File: config.mk
export PLATFORM = sky130hd
export DESIGN_NAME = instr_encoder
export DESIGN_NICKNAME = d
export VERILOG_FILES = /design/src/rtl/instr_encoder.sv
export SDC_FILE = /design/constraint.sdc
export NUM_CORES = 1
export LEC_CHECK = 0
export BUFFER_PORTS_ARGS = -buffer_cell sky130_fd_sc_hd__buf_2
export CAP_MARGIN = 10
export CELL_PAD_IN_SITES_DETAIL_PLACEMENT = 1
export CELL_PAD_IN_SITES_GLOBAL_PLACEMENT = 2
export CORE_MARGIN = 8
export CORE_UTILIZATION = 35
export CTS_CLUSTER_DIAMETER = 100
export DETAILED_ROUTE_END_ITERATION = 10
export PLACE_DENSITY_LB_ADDON = 0.15
export SYNTH_ARGS = -nofsm -noshare
export SYNTH_HDL_FRONTEND = slang
export SYNTH_SLANG_ARGS = --single-unit
File: constraint.sdc
create_clock -name clk -period 9.25 [get_ports clk]
set_input_delay 1.85 -clock clk [delete_from_list [all_inputs] [get_ports clk]]
set_output_delay 1.85 -clock clk [all_outputs]
set_load 0.05 [all_outputs]
File: src/rtl/instr_encoder.sv
// Two-stage RV32I instruction encoder: decoded fields in, packed instruction word plus program address out.
// Optional immediate range checker is enabled by defining INSTR_ENC_RANGE_CHECK_EN.
module instr_encoder #(
  parameter logic [31:0] BASE_ADDR = 32'h0000_0000,
  parameter int          ERRCNT_W  = 16
) (
  input  logic                clk,
  input  logic                reset,
  input  logic                in_valid,
  output logic                in_ready,
  input  logic [2:0]          fmt,
  input  logic [6:0]          opcode,
  input  logic [2:0]          func3,
  input  logic [6:0]          func7,
  input  logic [4:0]          rd,
  input  logic [4:0]          rs1,
  input  logic [4:0]          rs2,
  input  logic [31:0]         imm,
  output logic                out_valid,
  input  logic                out_ready,
  output logic [31:0]         instr,
  output logic [31:0]         out_addr,
  output logic                err,
  output logic [ERRCNT_W-1:0] err_count
);

  localparam logic [31:0] NOP     = 32'h0000_0013;
  localparam logic [6:0]  OP_IMM  = 7'b0010011;
  localparam logic [2:0]  FMT_R   = 3'd0;
  localparam logic [2:0]  FMT_I   = 3'd1;
  localparam logic [2:0]  FMT_S   = 3'd2;
  localparam logic [2:0]  FMT_B   = 3'd3;
  localparam logic [2:0]  FMT_U   = 3'd4;
  localparam logic [2:0]  FMT_J   = 3'd5;

  // Handshake: a transfer happens on a rising edge where valid && ready.
  // The whole pipe freezes only when the presented word is not taken.
  logic stall;
  logic out_fire;

  assign stall    = out_valid && !out_ready;
  assign in_ready = !stall;
  assign out_fire = out_valid && out_ready;

  logic        s1_valid;
  logic [2:0]  s1_fmt;
  logic [6:0]  s1_opcode;
  logic [2:0]  s1_func3;
  logic [6:0]  s1_func7;
  logic [4:0]  s1_rd;
  logic [4:0]  s1_rs1;
  logic [4:0]  s1_rs2;
  logic [31:0] s1_imm;

  always_ff @(posedge clk) begin
    if (reset) begin
      s1_valid <= 1'b0;
    end else if (!stall) begin
      s1_valid  <= in_valid;
      s1_fmt    <= fmt;
      s1_opcode <= opcode;
      s1_func3  <= func3;
      s1_func7  <= func7;
      s1_rd     <= rd;
      s1_rs1    <= rs1;
      s1_rs2    <= rs2;
      s1_imm    <= imm;
    end
  end

  logic        s1_shift;
  logic [31:0] enc;

  assign s1_shift = (s1_fmt == FMT_I) && (s1_opcode == OP_IMM) &&
                    ((s1_func3 == 3'd1) || (s1_func3 == 3'd5));

  always_comb begin
    enc = NOP;
    case (s1_fmt)
      FMT_R: enc = {s1_func7, s1_rs2, s1_rs1, s1_func3, s1_rd, s1_opcode};
      FMT_I: begin
        if (s1_shift) enc = {s1_func7, s1_imm[4:0], s1_rs1, s1_func3, s1_rd, s1_opcode};
        else          enc = {s1_imm[11:0], s1_rs1, s1_func3, s1_rd, s1_opcode};
      end
      FMT_S: enc = {s1_imm[11:5], s1_rs2, s1_rs1, s1_func3, s1_imm[4:0], s1_opcode};
      FMT_B: enc = {s1_imm[12], s1_imm[10:5], s1_rs2, s1_rs1, s1_func3,
                    s1_imm[4:1], s1_imm[11], s1_opcode};
      FMT_U: enc = {s1_imm[31:12], s1_rd, s1_opcode};
      FMT_J: enc = {s1_imm[20], s1_imm[10:1], s1_imm[11], s1_imm[19:12], s1_rd, s1_opcode};
      default: enc = NOP;
    endcase
  end

`ifdef INSTR_ENC_RANGE_CHECK_EN
  logic in_shift;
  logic range_err;
  logic s1_err;
  logic ok12;
  logic ok13;
  logic ok21;

  // An immediate fits N signed bits when bits [31:N-1] are all equal.
  assign ok12     = (&imm[31:11]) || !(|imm[31:11]);
  assign ok13     = (&imm[31:12]) || !(|imm[31:12]);
  assign ok21     = (&imm[31:20]) || !(|imm[31:20]);
  assign in_shift = (fmt == FMT_I) && (opcode == OP_IMM) &&
                    ((func3 == 3'd1) || (func3 == 3'd5));

  always_comb begin
    range_err = 1'b0;
    case (fmt)
      FMT_R: range_err = 1'b0;
      FMT_I: range_err = in_shift ? (|imm[31:5]) : !ok12;
      FMT_S: range_err = !ok12;
      FMT_B: range_err = !ok13 || imm[0];
      FMT_U: range_err = |imm[11:0];
      FMT_J: range_err = !ok21 || imm[0];
      default: range_err = 1'b1;
    endcase
  end

  always_ff @(posedge clk) begin
    if (reset) begin
      s1_err <= 1'b0;
    end else if (!stall) begin
      s1_err <= range_err;
    end
  end

  always_ff @(posedge clk) begin
    if (reset) begin
      err       <= 1'b0;
      err_count <= '0;
    end else begin
      if (!stall) err <= s1_err;
      if (out_fire && err && (err_count != {ERRCNT_W{1'b1}}))
        err_count <= err_count + {{(ERRCNT_W-1){1'b0}}, 1'b1};
    end
  end

  always_ff @(posedge clk) begin
    if (reset) begin
      out_valid <= 1'b0;
      instr     <= NOP;
    end else if (!stall) begin
      out_valid <= s1_valid;
      instr     <= s1_err ? NOP : enc;
    end
  end
`else
  assign err       = 1'b0;
  assign err_count = '0;

  always_ff @(posedge clk) begin
    if (reset) begin
      out_valid <= 1'b0;
      instr     <= NOP;
    end else if (!stall) begin
      out_valid <= s1_valid;
      instr     <= enc;
    end
  end
`endif

  // The address belongs to the presented word, so it moves only when that word is taken.
  always_ff @(posedge clk) begin
    if (reset) begin
      out_addr <= BASE_ADDR;
    end else if (out_fire) begin
      out_addr <= out_addr + 32'd4;
    end
  end

endmodule

# Yosys cells after proc, flatten, opt, wreduce, memory -nomap -nowiden
# Cells that the tools add are included.
# totals
register_bits,133
latch_bits,0
mem_bits_rw,0
mem_bits_ro,0
inputBits,71
out_inout_bits,83
word_cells,34
mem_count,0
# op_classes
n_addsub,1
n_mul,0
div_mod_pow,0
order_cmp,0
eq_ne,8
shift,0
n_mux,2
bitwise_logic,2
reduce_logical,9
# ops
operator,n
$pmux W32 S6,1
$add A32 B3 Y32 const B,1
$mux W32,1
$eq A3 B3 Y1 const B,3
$eq A7 B5 Y1 const B,1
$eq A3 B1 Y1 const B,2
$eq A3 B2 Y1 const B,2
$logic_and A1 B1 Y1,4
$logic_not A3 Y1,1
$logic_not A1 Y1,2
$not A1 Y1,2
$reduce_and A2 Y1,1
$logic_or A1 B1 Y1,1

# Logic depth before layout (Yosys ltp)
# depth
depth_word,5
mapped_depth,6
depth_no_buf,5

# Worst setup path before layout
# Ideal clock, no wire load.
# synth_path
path_type,input -> register
startpoint,in reset
endpoint,reg s1_fmt[0] (enable)
setup_ns,0.493
arrival_time_ns,5.280
required_time_ns,8.757
path_slack_ns,3.477
cell_stages,4
n_path_buf,3
cell_sequence,clkbuf_1 > clkbuf_1 > buf_1 > nor2_1
# synth_via
elab_chain_cells,2
# synth_rtl
item,line,source
from (decl),8,"input logic reset,"
$not A1 Y1 (no line),n/a,
$reduce_and A2 Y1 (no line),n/a,
to (signal assigned),60,s1_fmt <= fmt;
to (decl),46,logic [2:0] s1_fmt;
# No other way between the ends.
# A chain may end at the register's enable or synchronous reset.

# Worst setup path after layout
# layout_path
startpoint,in out_ready
endpoint,out in_ready
# layout_via
elab_chain_cells,3
# layout_rtl
item,line,source
from (decl),20,"input logic out_ready,"
$logic_not A1 Y1,41,assign stall = out_valid && !out_ready;
$logic_and A1 B1 Y1,41,
$logic_not A1 Y1,n/a,
to (decl),10,"output logic in_ready,"
# No other way between the ends.

==> results.txt <==
Setup ws final = 4.19 ns
CP max FO = 40
Net Switching = 0.370 mW
Worst Setup End Kind = output port
Outcome = finished, final reports clean
Avg Cell Area, Syn = 11.5 sq um
Row count = 44
DIE WIDTH = 138 um
Synth cell types = 49
Post-Syn Instances = 456
Pin count of the biggest net entering global routing = 68
Max Freq = 198 MHz
Min-Delay Path Class = flop to flop
Seq/Total Area, Yosys = 62.7%
Most Frequent Cell on Critical Path = buf_2
Initial drt markers = 202
Metal-1 WL = 6.52 mm
Switching part of the total = 24.5%
Worst Path Arrival = 3.21 ns
Min Tclk post-route = 5.06 ns
Finished Cell Area = 0.00664 sq mm
PwrDens = 227 mW/mm^2
CTS tree = built
Crit path from = out_ready
Crit-path max cell delay = 0.41 ns
DRC Markers = 0
Post-synth EDFFs = 67
Leakage = 2.61 nW
VDD IR max = 0.132 mV
Total GRT Usage = 15.5%
Initial DRT Pass Iterations = 4
Max Cap Viol = 0
Via count = 4,055
Combinational power share = 8.7%
Setup CP Type = input pin to output port
Reg2Reg Depth = 4
Worst reg2reg path startpoint = out_addr[11]
Setup WS pre-CTS = 4.19 ns
Clock Tree Root = clkbuf_16
DP HPWL = 10.1 mm
Grt total ovfl = 0
CTS Hold Bufs = 0
Max H-tree Level = 4
Via density = 5.18
Crit path max-delay cell type = buf_4
Critical path capture point = in_ready
DR WL/cell = 18.8 um
Internal power = 1.14 mW
Synthesis-to-finish area growth = 26.4%
Share of power burned in the clock network = 47.6%
Startpoint Class = input pin
Final Setup Violations = 0
Starting Density = 36.0%
Sequential power share = 43.7%
Top-count cell post-synth = edfxtp_1
RSZ-0062 raised after global routing = false
Req. time, crit path = 7.40 ns
IO buf count = 134
First-pass GRT wire length = 23.9 mm
Yosys reg bits = 131
Core Area = 0.0146 sq mm
Relative slew slack = 36.1%
Die outline height = 138 um
Final net count = 658
Routed wl met3 = 964 um
Async S/R FF share, synth = 0%
DIE AREA = 0.0192 sq mm
CTS Sinks = 131
Vias in the first global route = 4,419
Clock skew = 0.0122 ns
Clk buf depth = 2
Setup slack, reg-to-reg = 6.83 ns
Max-slew violation count = 0
Placed cell areas = 0.00601 sq mm
DRT Wirelength = 14.7 mm
Synth warn = 0
Final Hold Viols = 0
Share of post-route cells with drive strength above 1 = 29.9%
Post-CTS Setup Inserts = 0
CTS resizes = 0
Antenna viol nets, final = 0
Mapped Area = 0.00525 sq mm
Clk slew on worst S/H paths = 0.05 ns
Top cells by count, synth = 67 x edfxtp_1, 64 x dfxtp_1, 34 x nor2_1
N_diodes = 0
Synth top area cells = edfxtp_1 38%, dfxtp_1 24%, a221oi_1 3.2%, a21oi_1 2.8%, buf_4 2.7%
CTS Buf Count = 17
Critical Path, Cell by Cell = buf_2, and2b_2, buf_4, inv_2, buf_2
Final Wtd Congestion = 0.731
Reg-to-reg endpoint = out_addr[31]
Max Used Layer = met4
Met2 wire length = 7.05 mm
IO Count = 154
Worst-Margin Slew = 0.956 ns
Setup_tns = 0 ns
Initial antenna violation count = 0
Synth top area share = 38.3%
Fin crit share = 54.7%
Clk_lat worst skew = 0.42 ns
Most common flop cell mapped by yosys = edfxtp_1
Dominant cell type by area after synthesis = edfxtp_1
per-layer routing:
layer,global-route usage [%],vias to the layer above
li1,-,1952
met1,18.2,1962
met2,25.3,123
met3,5.79,18
met4,5.89,0
met5,0,-
stage by stage:
stage | std cells | power, mW | hold WS [ns] | utilization (%)
CTS | 783 | 1.53 | 0.459 | 45.5
global route | 783 | 1.56 | 0.475 | 45.5
global placement | 751 | 0.800 | 0.442 | 41.2
detailed placement | 751 | 0.804 | 0.451 | 41.2
finish | 783 | 1.51 | 0.452 | 45.5
floorplan | 474 | 0.764 | 0.432 | -
final cells by class:
| cell class | count | area (sq um) |
|---|---|---|
| multi-input cells | 290 | 1760 |
| flip-flops and latches | 131 | 3290 |
| clock buffers | 21 | 450 |
| repair buffers | 137 | 693 |
| well taps | 184 | 230 |
| clock inverters | 11 | 179 |
| fillers | 1607 | 7950 |
| inverters | 9 | 33.8 |
power by group through the flow:
stage | Sequential, mW | Clock (mW) | Combinational [mW]
final | 0.659 | 0.717 | 0.131
after global routing | 0.663 | 0.759 | 0.141
after floorplan | 0.700 | 0 | 0.0642
after global placement | 0.671 | 0 | 0.129
after CTS | 0.660 | 0.734 | 0.133
after detailed placement | 0.672 | 0 | 0.132
cell usage in the layout, fill, tap and decap left out, types with 4 or more instances in the layout:
master,instances
buf_2,134
edfxtp_1,67
dfxtp_1,64
nor2_1,33
nand2_1,32
a21oi_1,29
a221oi_1,19
conb_1,19
clkbuf_16,17
o21ai_0,16
nor3_1,15
or4_1,13
o31ai_1,12
nand3_1,9
nand4_1,9
inv_1,8
a31oi_1,7
a22o_1,6
and4_1,6
xor2_1,6
nor3b_1,5
mux2_2,5
or3_1,5
nor2b_1,4
nand3b_1,4
a22oi_1,4
clkinv_4,4
bufinv_16,4
critical path, delay by kind of cell:
kind          cells  cell delay, ns
simple gates      1            0.21
buf+inv           4            1.13
state kept, by name (all words and copies together), names as in the netlist, 5 cells and up:
signal	count
out_addr	30
s1_imm	32
s1_rd	5
s1_func7	7
instr	32
s1_opcode	7
s1_rs2	5
s1_rs1	5
worst min path at each step:
stage | cells past startpoint | to | start
after global routing | 2 | instr[22] | instr[22]
after CTS | 2 | instr[22] | instr[22]
after floorplan | 2 | s1_valid | s1_valid
final | 2 | instr[22] | instr[22]
after detailed placement | 2 | instr[22] | instr[22]
after global placement | 2 | instr[22] | instr[22]
cell families (layout without fill, tap and decap cells):
family | Yosys count | after routing | synth area share, %
AND/OR/NAND/NOR | 151 | 151 | 15.6
AO/OA/AOI/OAI | 104 | 104 | 13.3
adder cells (fa/ha/maj) | 1 | 1 | 0.238
flip-flops | 131 | 131 | 62.7
other | 1 | 19 | 0.0714
XOR/XNOR | 9 | 9 | 1.50
multiplexers | 6 | 6 | 1.26
buffers and inverters | 53 | 178 | 5.29
(Power assumes the default switching activity.)
